<file path="src/rtl/mmio_uart_tx.sv">
// mmio_uart_tx: memory-mapped 8N1 UART transmitter with a small TX FIFO.
// Register map (by data_address[3:2]):
//   0 TXDATA (WO), 1 STATUS, 2 BAUDDIV, 3 CTRL.
// Build option: define IVM_UART_TX_PARITY_EN to insert an even-parity bit
// between the last data bit and the stop bit (8-E-1 framing).
module mmio_uart_tx #(
    parameter int FIFO_DEPTH = 8,
    parameter int DIV_RESET  = 867
) (
    input  logic        clk,
    input  logic        rst_n,
    input  logic        sel,
    input  logic [31:0] data_address,
    input  logic [31:0] data_store,
    input  logic        data_read,
    input  logic        data_enable,
    output logic [31:0] data_fetch,
    output logic        uart_tx,
    output logic        irq
);
    localparam int AW = (FIFO_DEPTH > 1) ? $clog2(FIFO_DEPTH) : 1;
    localparam int CW = AW + 1;

`ifdef IVM_UART_TX_PARITY_EN
    typedef enum logic [2:0] {IDLE, START, DATA, PARITY, STOP} state_t;
`else
    typedef enum logic [1:0] {IDLE, START, DATA, STOP} state_t;
`endif

    // Bus decode
    logic        wr;
    logic        rd;
    logic        wr_txdata;
    logic        wr_status;
    logic        wr_div;
    logic        wr_ctrl;

    // Control/status registers
    logic [15:0] div_reg;
    logic        tx_en_reg;
    logic        irq_en_reg;
    logic        ovf_reg;

    // FIFO
    logic [7:0]    mem [FIFO_DEPTH];
    logic [AW-1:0] wr_ptr_reg;
    logic [AW-1:0] rd_ptr_reg;
    logic [CW-1:0] count_reg;
    logic          empty;
    logic          full;
    logic          push;
    logic          pop;

    // Transmitter
    state_t      state_reg;
    logic [7:0]  shift_reg;
    logic [2:0]  bit_cnt_reg;
    logic [15:0] baud_cnt_reg;
    logic        tx_reg;
    logic        busy;
    logic        bit_end;
`ifdef IVM_UART_TX_PARITY_EN
    logic        parity_reg;
`endif

    logic [31:0] rd_data;
    logic [31:0] fetch_reg;
    logic        irq_reg;

    // Address bits outside [3:2] and write data above bit 15 are don't-care.
    logic unused_bits;
    assign unused_bits = ^{data_address[31:4], data_address[1:0], data_store[31:16]};

    assign wr        = sel & data_enable & ~data_read;
    assign rd        = sel & data_enable & data_read;
    assign wr_txdata = wr & (data_address[3:2] == 2'd0);
    assign wr_status = wr & (data_address[3:2] == 2'd1);
    assign wr_div    = wr & (data_address[3:2] == 2'd2);
    assign wr_ctrl   = wr & (data_address[3:2] == 2'd3);

    assign empty   = (count_reg == '0);
    assign full    = (count_reg == CW'(FIFO_DEPTH));
    assign busy    = (state_reg != IDLE);
    assign bit_end = (baud_cnt_reg == 16'd0);
    // The FSM only pulls a byte while idle, so a pop can never hit an empty FIFO.
    assign pop     = (state_reg == IDLE) & tx_en_reg & ~empty;
    // A write to a full FIFO still fits if a byte leaves in the same cycle.
    assign push    = wr_txdata & (~full | pop);

    // Configuration registers and the sticky overflow flag
    always_ff @(posedge clk or negedge rst_n) begin
        if (!rst_n) begin
            div_reg    <= 16'(DIV_RESET);
            tx_en_reg  <= 1'b1;
            irq_en_reg <= 1'b0;
            ovf_reg    <= 1'b0;
        end else begin
            if (wr_div) div_reg <= data_store[15:0];
            if (wr_ctrl) begin
                tx_en_reg  <= data_store[0];
                irq_en_reg <= data_store[1];
            end
            if (wr_txdata & full & ~pop)
                ovf_reg <= 1'b1;
            else if (wr_status & data_store[3])
                ovf_reg <= 1'b0;
        end
    end

    // FIFO storage: written on push, no reset needed for the payload
    always_ff @(posedge clk) begin
        if (push) mem[wr_ptr_reg] <= data_store[7:0];
    end

    // FIFO pointers and occupancy count; power-of-2 depth lets pointers wrap naturally
    always_ff @(posedge clk or negedge rst_n) begin
        if (!rst_n) begin
            wr_ptr_reg <= '0;
            rd_ptr_reg <= '0;
            count_reg  <= '0;
        end else begin
            if (push) wr_ptr_reg <= wr_ptr_reg + AW'(1);
            if (pop)  rd_ptr_reg <= rd_ptr_reg + AW'(1);
            if (push & ~pop)
                count_reg <= count_reg + CW'(1);
            else if (pop & ~push)
                count_reg <= count_reg - CW'(1);
        end
    end

    // Transmit FSM: one baud counter times every bit, reloaded from BAUDDIV at each bit end
    always_ff @(posedge clk or negedge rst_n) begin
        if (!rst_n) begin
            state_reg    <= IDLE;
            shift_reg    <= 8'h00;
            bit_cnt_reg  <= 3'd0;
            baud_cnt_reg <= 16'd0;
            tx_reg       <= 1'b1;
`ifdef IVM_UART_TX_PARITY_EN
            parity_reg   <= 1'b0;
`endif
        end else begin
            if (state_reg != IDLE)
                baud_cnt_reg <= bit_end ? div_reg : baud_cnt_reg - 16'd1;
            case (state_reg)
                IDLE: begin
                    if (pop) begin
                        shift_reg    <= mem[rd_ptr_reg];
`ifdef IVM_UART_TX_PARITY_EN
                        parity_reg   <= ^mem[rd_ptr_reg];
`endif
                        bit_cnt_reg  <= 3'd0;
                        baud_cnt_reg <= div_reg;
                        tx_reg       <= 1'b0;
                        state_reg    <= START;
                    end
                end
                START: begin
                    if (bit_end) begin
                        tx_reg    <= shift_reg[0];
                        state_reg <= DATA;
                    end
                end
                DATA: begin
                    if (bit_end) begin
                        if (bit_cnt_reg == 3'd7) begin
`ifdef IVM_UART_TX_PARITY_EN
                            tx_reg    <= parity_reg;
                            state_reg <= PARITY;
`else
                            tx_reg    <= 1'b1;
                            state_reg <= STOP;
`endif
                        end else begin
                            shift_reg   <= {1'b0, shift_reg[7:1]};
                            bit_cnt_reg <= bit_cnt_reg + 3'd1;
                            tx_reg      <= shift_reg[1];
                        end
                    end
                end
`ifdef IVM_UART_TX_PARITY_EN
                PARITY: begin
                    if (bit_end) begin
                        tx_reg    <= 1'b1;
                        state_reg <= STOP;
                    end
                end
`endif
                STOP: begin
                    if (bit_end) begin
                        tx_reg    <= 1'b1;
                        state_reg <= IDLE;
                    end
                end
                default: state_reg <= IDLE;
            endcase
        end
    end

    // Read mux for the selected register
    always_comb begin
        rd_data = 32'h0;
        case (data_address[3:2])
            2'd1:    rd_data = {16'h0, 8'(count_reg), 4'h0, ovf_reg, busy, full, empty};
            2'd2:    rd_data = {16'h0, div_reg};
            2'd3:    rd_data = {30'h0, irq_en_reg, tx_en_reg};
            default: rd_data = 32'h0;
        endcase
    end

    // Registered read data (zero when not reading) and level interrupt
    always_ff @(posedge clk or negedge rst_n) begin
        if (!rst_n) begin
            fetch_reg <= 32'h0;
            irq_reg   <= 1'b0;
        end else begin
            fetch_reg <= rd ? rd_data : 32'h0;
            irq_reg   <= irq_en_reg & empty & ~busy;
        end
    end

    assign data_fetch = fetch_reg;
    assign uart_tx    = tx_reg;
    assign irq        = irq_reg;

endmodule
</file>
<file path="config.mk">
export PLATFORM = sky130hd
export DESIGN_NAME = mmio_uart_tx
export DESIGN_NICKNAME = d
export VERILOG_FILES = /design/src/rtl/mmio_uart_tx.sv
export SDC_FILE = /design/constraint.sdc
export NUM_CORES = 1
export LEC_CHECK = 0
export ABC_AREA = 0
export CORE_MARGIN = 1.5
export CORE_UTILIZATION = 39
export DETAILED_ROUTE_END_ITERATION = 10
export SLEW_MARGIN = 0
export SYNTH_ARGS = -nofsm -noshare
export SYNTH_HDL_FRONTEND = slang
export SYNTH_SLANG_ARGS = --single-unit
export TNS_END_PERCENT = 20
</file>
<file path="constraint.sdc">
create_clock -name clk -period 4.3 [get_ports clk]
set_clock_uncertainty 0.05 [all_clocks]
set_input_delay 0.86 -clock clk [delete_from_list [all_inputs] [get_ports clk]]
set_output_delay 0.86 -clock clk [all_outputs]
set_load 0.1 [all_outputs]
</file>
==> impl_summary.log <==
INFO  metric run_status = finished clean
INFO  metric worst_slew_margin_rel = 27.88%
INFO  metric fp.dieW = 133.4 um
INFO  metric die-height = 133.4 um
INFO  metric grt_max_degree = 77
INFO  metric part_of_the_yosys_area_used_for_sequential_elements = 57.83%
INFO  metric rsz0062_at_grt = no
INFO  metric clock_tree.buffer_depth = 2
INFO  metric vias_per_cell = 5.362
INFO  metric preCtsSetupSlack = 0.6829 ns
INFO  metric setup.worst_path.end_class = register
INFO  metric number_of_nets_with_antenna_violations_after_detailed_routing = 0
INFO  metric synth.distinct_cells = 67
INFO  metric clock_latency = 0.42 ns
INFO  metric rrSetupSlack = 1.20 ns
INFO  metric power-per-cell-area = 619.6 nW/um^2
INFO  metric critPathRequiredTime = 4.59 ns
INFO  metric synth.yosys.warnings = 0
INFO  metric setup_cp_type = input pin to register
INFO  metric period_share = 75.21%
INFO  metric coreArea = 16580 um^2
INFO  metric cts.hold.buffers_added = 0
INFO  metric routabilityCongestion = 0.7731
INFO  metric worst_setup_path_start_kind = input pin
INFO  metric cts.repair_timing.setup_buffer_count = 0
INFO  metric grt_pass1_vias = 4180
INFO  metric detailroute.via_count = 4268
INFO  metric grt_first_pass_wirelength = 22220 um
INFO  metric largest_reg_flops = 64
INFO  metric post_cts_resize_count = 0
INFO  metric grt_antenna_before_repair = 0
INFO  metric die-area = 17790 um^2
INFO  metric io_buffers = 40
INFO  metric worst_slew_pin_slew = 1.077 ns
INFO  metric power.share.switching = 35.41%
INFO  metric timing.setup.tns = 0 ns
INFO  metric floorplan.initialDensity = 39.97%
INFO  metric ys_ff_latch = 140
INFO  metric h-tree-depth = 4
INFO  metric drt-initial-drc-count = 284
INFO  metric grt_use_total = 15.97%
INFO  metric cts_made_buffers = 17
INFO  metric net-switching-power = 1.699 mW
INFO  metric synth_top_area_cell = edfxtp_1
INFO  metric vdd.ir_drop.worst = 316.5 uV
INFO  metric cap_viol_max_count = 0
INFO  metric register_with_the_highest_flop_count = mem
INFO  metric drive_gt1_share = 17.19%
INFO  metric root_buffer = clkbuf_16
INFO  metric synth_edf_count = 64
INFO  metric yosysTopAreaCellShare = 28.99%
INFO  metric per_cell_routed_wire_length = 17.10 um
INFO  metric mean_cell_area_of_the_mapped_netlist = 12.67 um^2
INFO  metric final.fill_count = 1493
INFO  metric layout_common_cells = dfrtp_1, edfxtp_1, clkdlybuf4s50_1
INFO  metric flow.area_growth_from_synthesis = 16.84%
INFO  metric critical_path_peak_fanout = 6
INFO  metric tritoncts = built
INFO  metric drc = 0
INFO  metric drtPass1Iterations = 5
INFO  metric num-nets-final = 647
INFO  metric finalMaxSlewViolations = 0
INFO  metric largest_cells_by_area_after_synthesis = edfxtp_1, dfrtp_1, mux2_2
INFO  metric cell_internal_pwr = 3.100 mW
INFO  metric grt_overflow = 0
INFO  metric synthesis.instances = 523
INFO  metric seq_power_share = 40.8%
INFO  metric min_period = 3.234 ns
INFO  metric cp.arrival = 3.52 ns
INFO  metric share_clk_of_total_power = 28.8%
INFO  metric floorplan.io_pins = 103
INFO  metric placement_rows = 47
INFO  metric dpl.hpwl = 9540 um
INFO  metric synth-async-reset-ratio = 54.29%
INFO  metric routed_wirelength = 13610 um
INFO  metric share_comb_of_total_power = 30.5%
INFO  metric diodes = 0
INFO  metric clkSinkCount = 140
INFO  metric p_leak = 3.027 nW
INFO  metric min_path_type = register to register
INFO  metric mostFrequentLayoutCell = dfrtp_1
INFO  metric finalSetupViolCount = 0
INFO  metric ys_dominant_reg_cell = dfrtp_1
INFO  metric highest_clock_rate = 309.2 MHz
INFO  metric worst_slack = 1.066 ns
INFO  metric hold_viol = 0
INFO  metric clkTransAtPathRegs = 0.06 ns
INFO  metric synthesis.area = 6629 um^2
power by group through the flow:
stage	Clock, mW	Sequential (mW)	Combinational (mW)
after floorplan	0	1.87	1.19
after global placement	0	1.96	1.43
after detailed placement	0	1.98	1.47
after CTS	1.41	1.95	1.47
after global routing	1.47	2.00	1.60
final	1.38	1.96	1.46
worst paths after layout:
kind	from	end	depth (start not counted)
worst max-delay path	data_read	count_reg[3]$_DFFE_PN0P_	11
worst min-delay path	shift_reg[7]$_DFFE_PN0P_	shift_reg[7]$_DFFE_PN0P_	1
worst max register to register	state_reg[0]$_DFFE_PN0P_	count_reg[3]$_DFFE_PN0P_	12
worst min register to register	shift_reg[7]$_DFFE_PN0P_	shift_reg[7]$_DFFE_PN0P_	1
max in group asynchronous	rst_n	bit_cnt_reg[2]$_DFFE_PN0P_	1
min in group asynchronous	rst_n	div_reg[14]$_DFFE_PN0P_	1
synth_stat cells, types with 5 or more instances:
cell and count:
dfrtp_1 68, edfxtp_1 64, nor2_1 36, mux2i_1 28, nand2_1 28, mux2_2 26
clkbuf_1 17, buf_4 16, inv_1 16, o21ai_0 16, ha_1 14, nor3_1 12
o22ai_1 12, nor4_1 11, a21o_1 10, and3_1 9, a21oi_1 8, a22oi_1 8
dfstp_2 8, mux4_2 8, o31ai_1 8, a211oi_1 6, and2_1 6, nand2b_1 6
xnor2_1 6, buf_2 5, o31a_1 5, or4_1 5
cell families (layout without fill, tap and decap cells):
logic type | after synthesis | count (layout) | synth area share (%)
flip-flops | 140 | 140 | 57.83
AND/OR/NAND/NOR | 140 | 140 | 11.57
AO/OA/AOI/OAI | 95 | 95 | 10.21
multiplexers | 63 | 63 | 11.53
buffers and inverters | 61 | 99 | 4.794
adder cells (fa/ha/maj) | 15 | 15 | 2.945
XOR/XNOR | 8 | 8 | 1.057
other | 1 | 16 | 0.05657
cell type report:
class	count	area (um^2)	area share, %
clock buffer	17	425.4	5.493
timing repair buffer	51	480.5	6.204
inverter	16	60.06	0.7754
multi-input combinational	337	2534	32.71
sequential	140	3834	49.50
tap	220	275.3	3.554
clock inverter	15	136.4	1.761
worst max-delay path, cell delays in order:
cell and delay [ns]:
clkdlybuf4s50_1 0.45, nand3b_1 0.23, a2111oi_1 0.46, buf_4 0.23, ha_1 0.17, inv_1 0.09, ha_1 0.28, a21o_1 0.15
a21oi_1 0.19, mux2i_1 0.26, xnor2_1 0.14
per-layer routing:
layer	track usage [%]	wire length [um]	vias to the layer above
met5	0	0	-
met4	6.461	250	0
met3	3.082	475	16
met2	26.02	6639	105
met1	21.09	6247	2142
li1	-	-	2005
metrics by stage:
| stage | cell area (um^2) | total power, mW | cells | hold WS, ns | util, % |
|---|---|---|---|---|---|
| after floorplan | 6685 | 3.066 | 538 | 0.4189 | - |
| after global placement | 7183 | 3.395 | 764 | 0.4384 | 43.32 |
| after detailed placement | 7183 | 3.445 | 764 | 0.4514 | 43.32 |
| after CTS | 7745 | 4.838 | 796 | 0.4654 | 46.70 |
| after global routing | 7745 | 5.073 | 796 | 0.4793 | 46.70 |
| final | 7745 | 4.799 | 796 | 0.4642 | 46.70 |
Power figures use the tool's default switching activity.
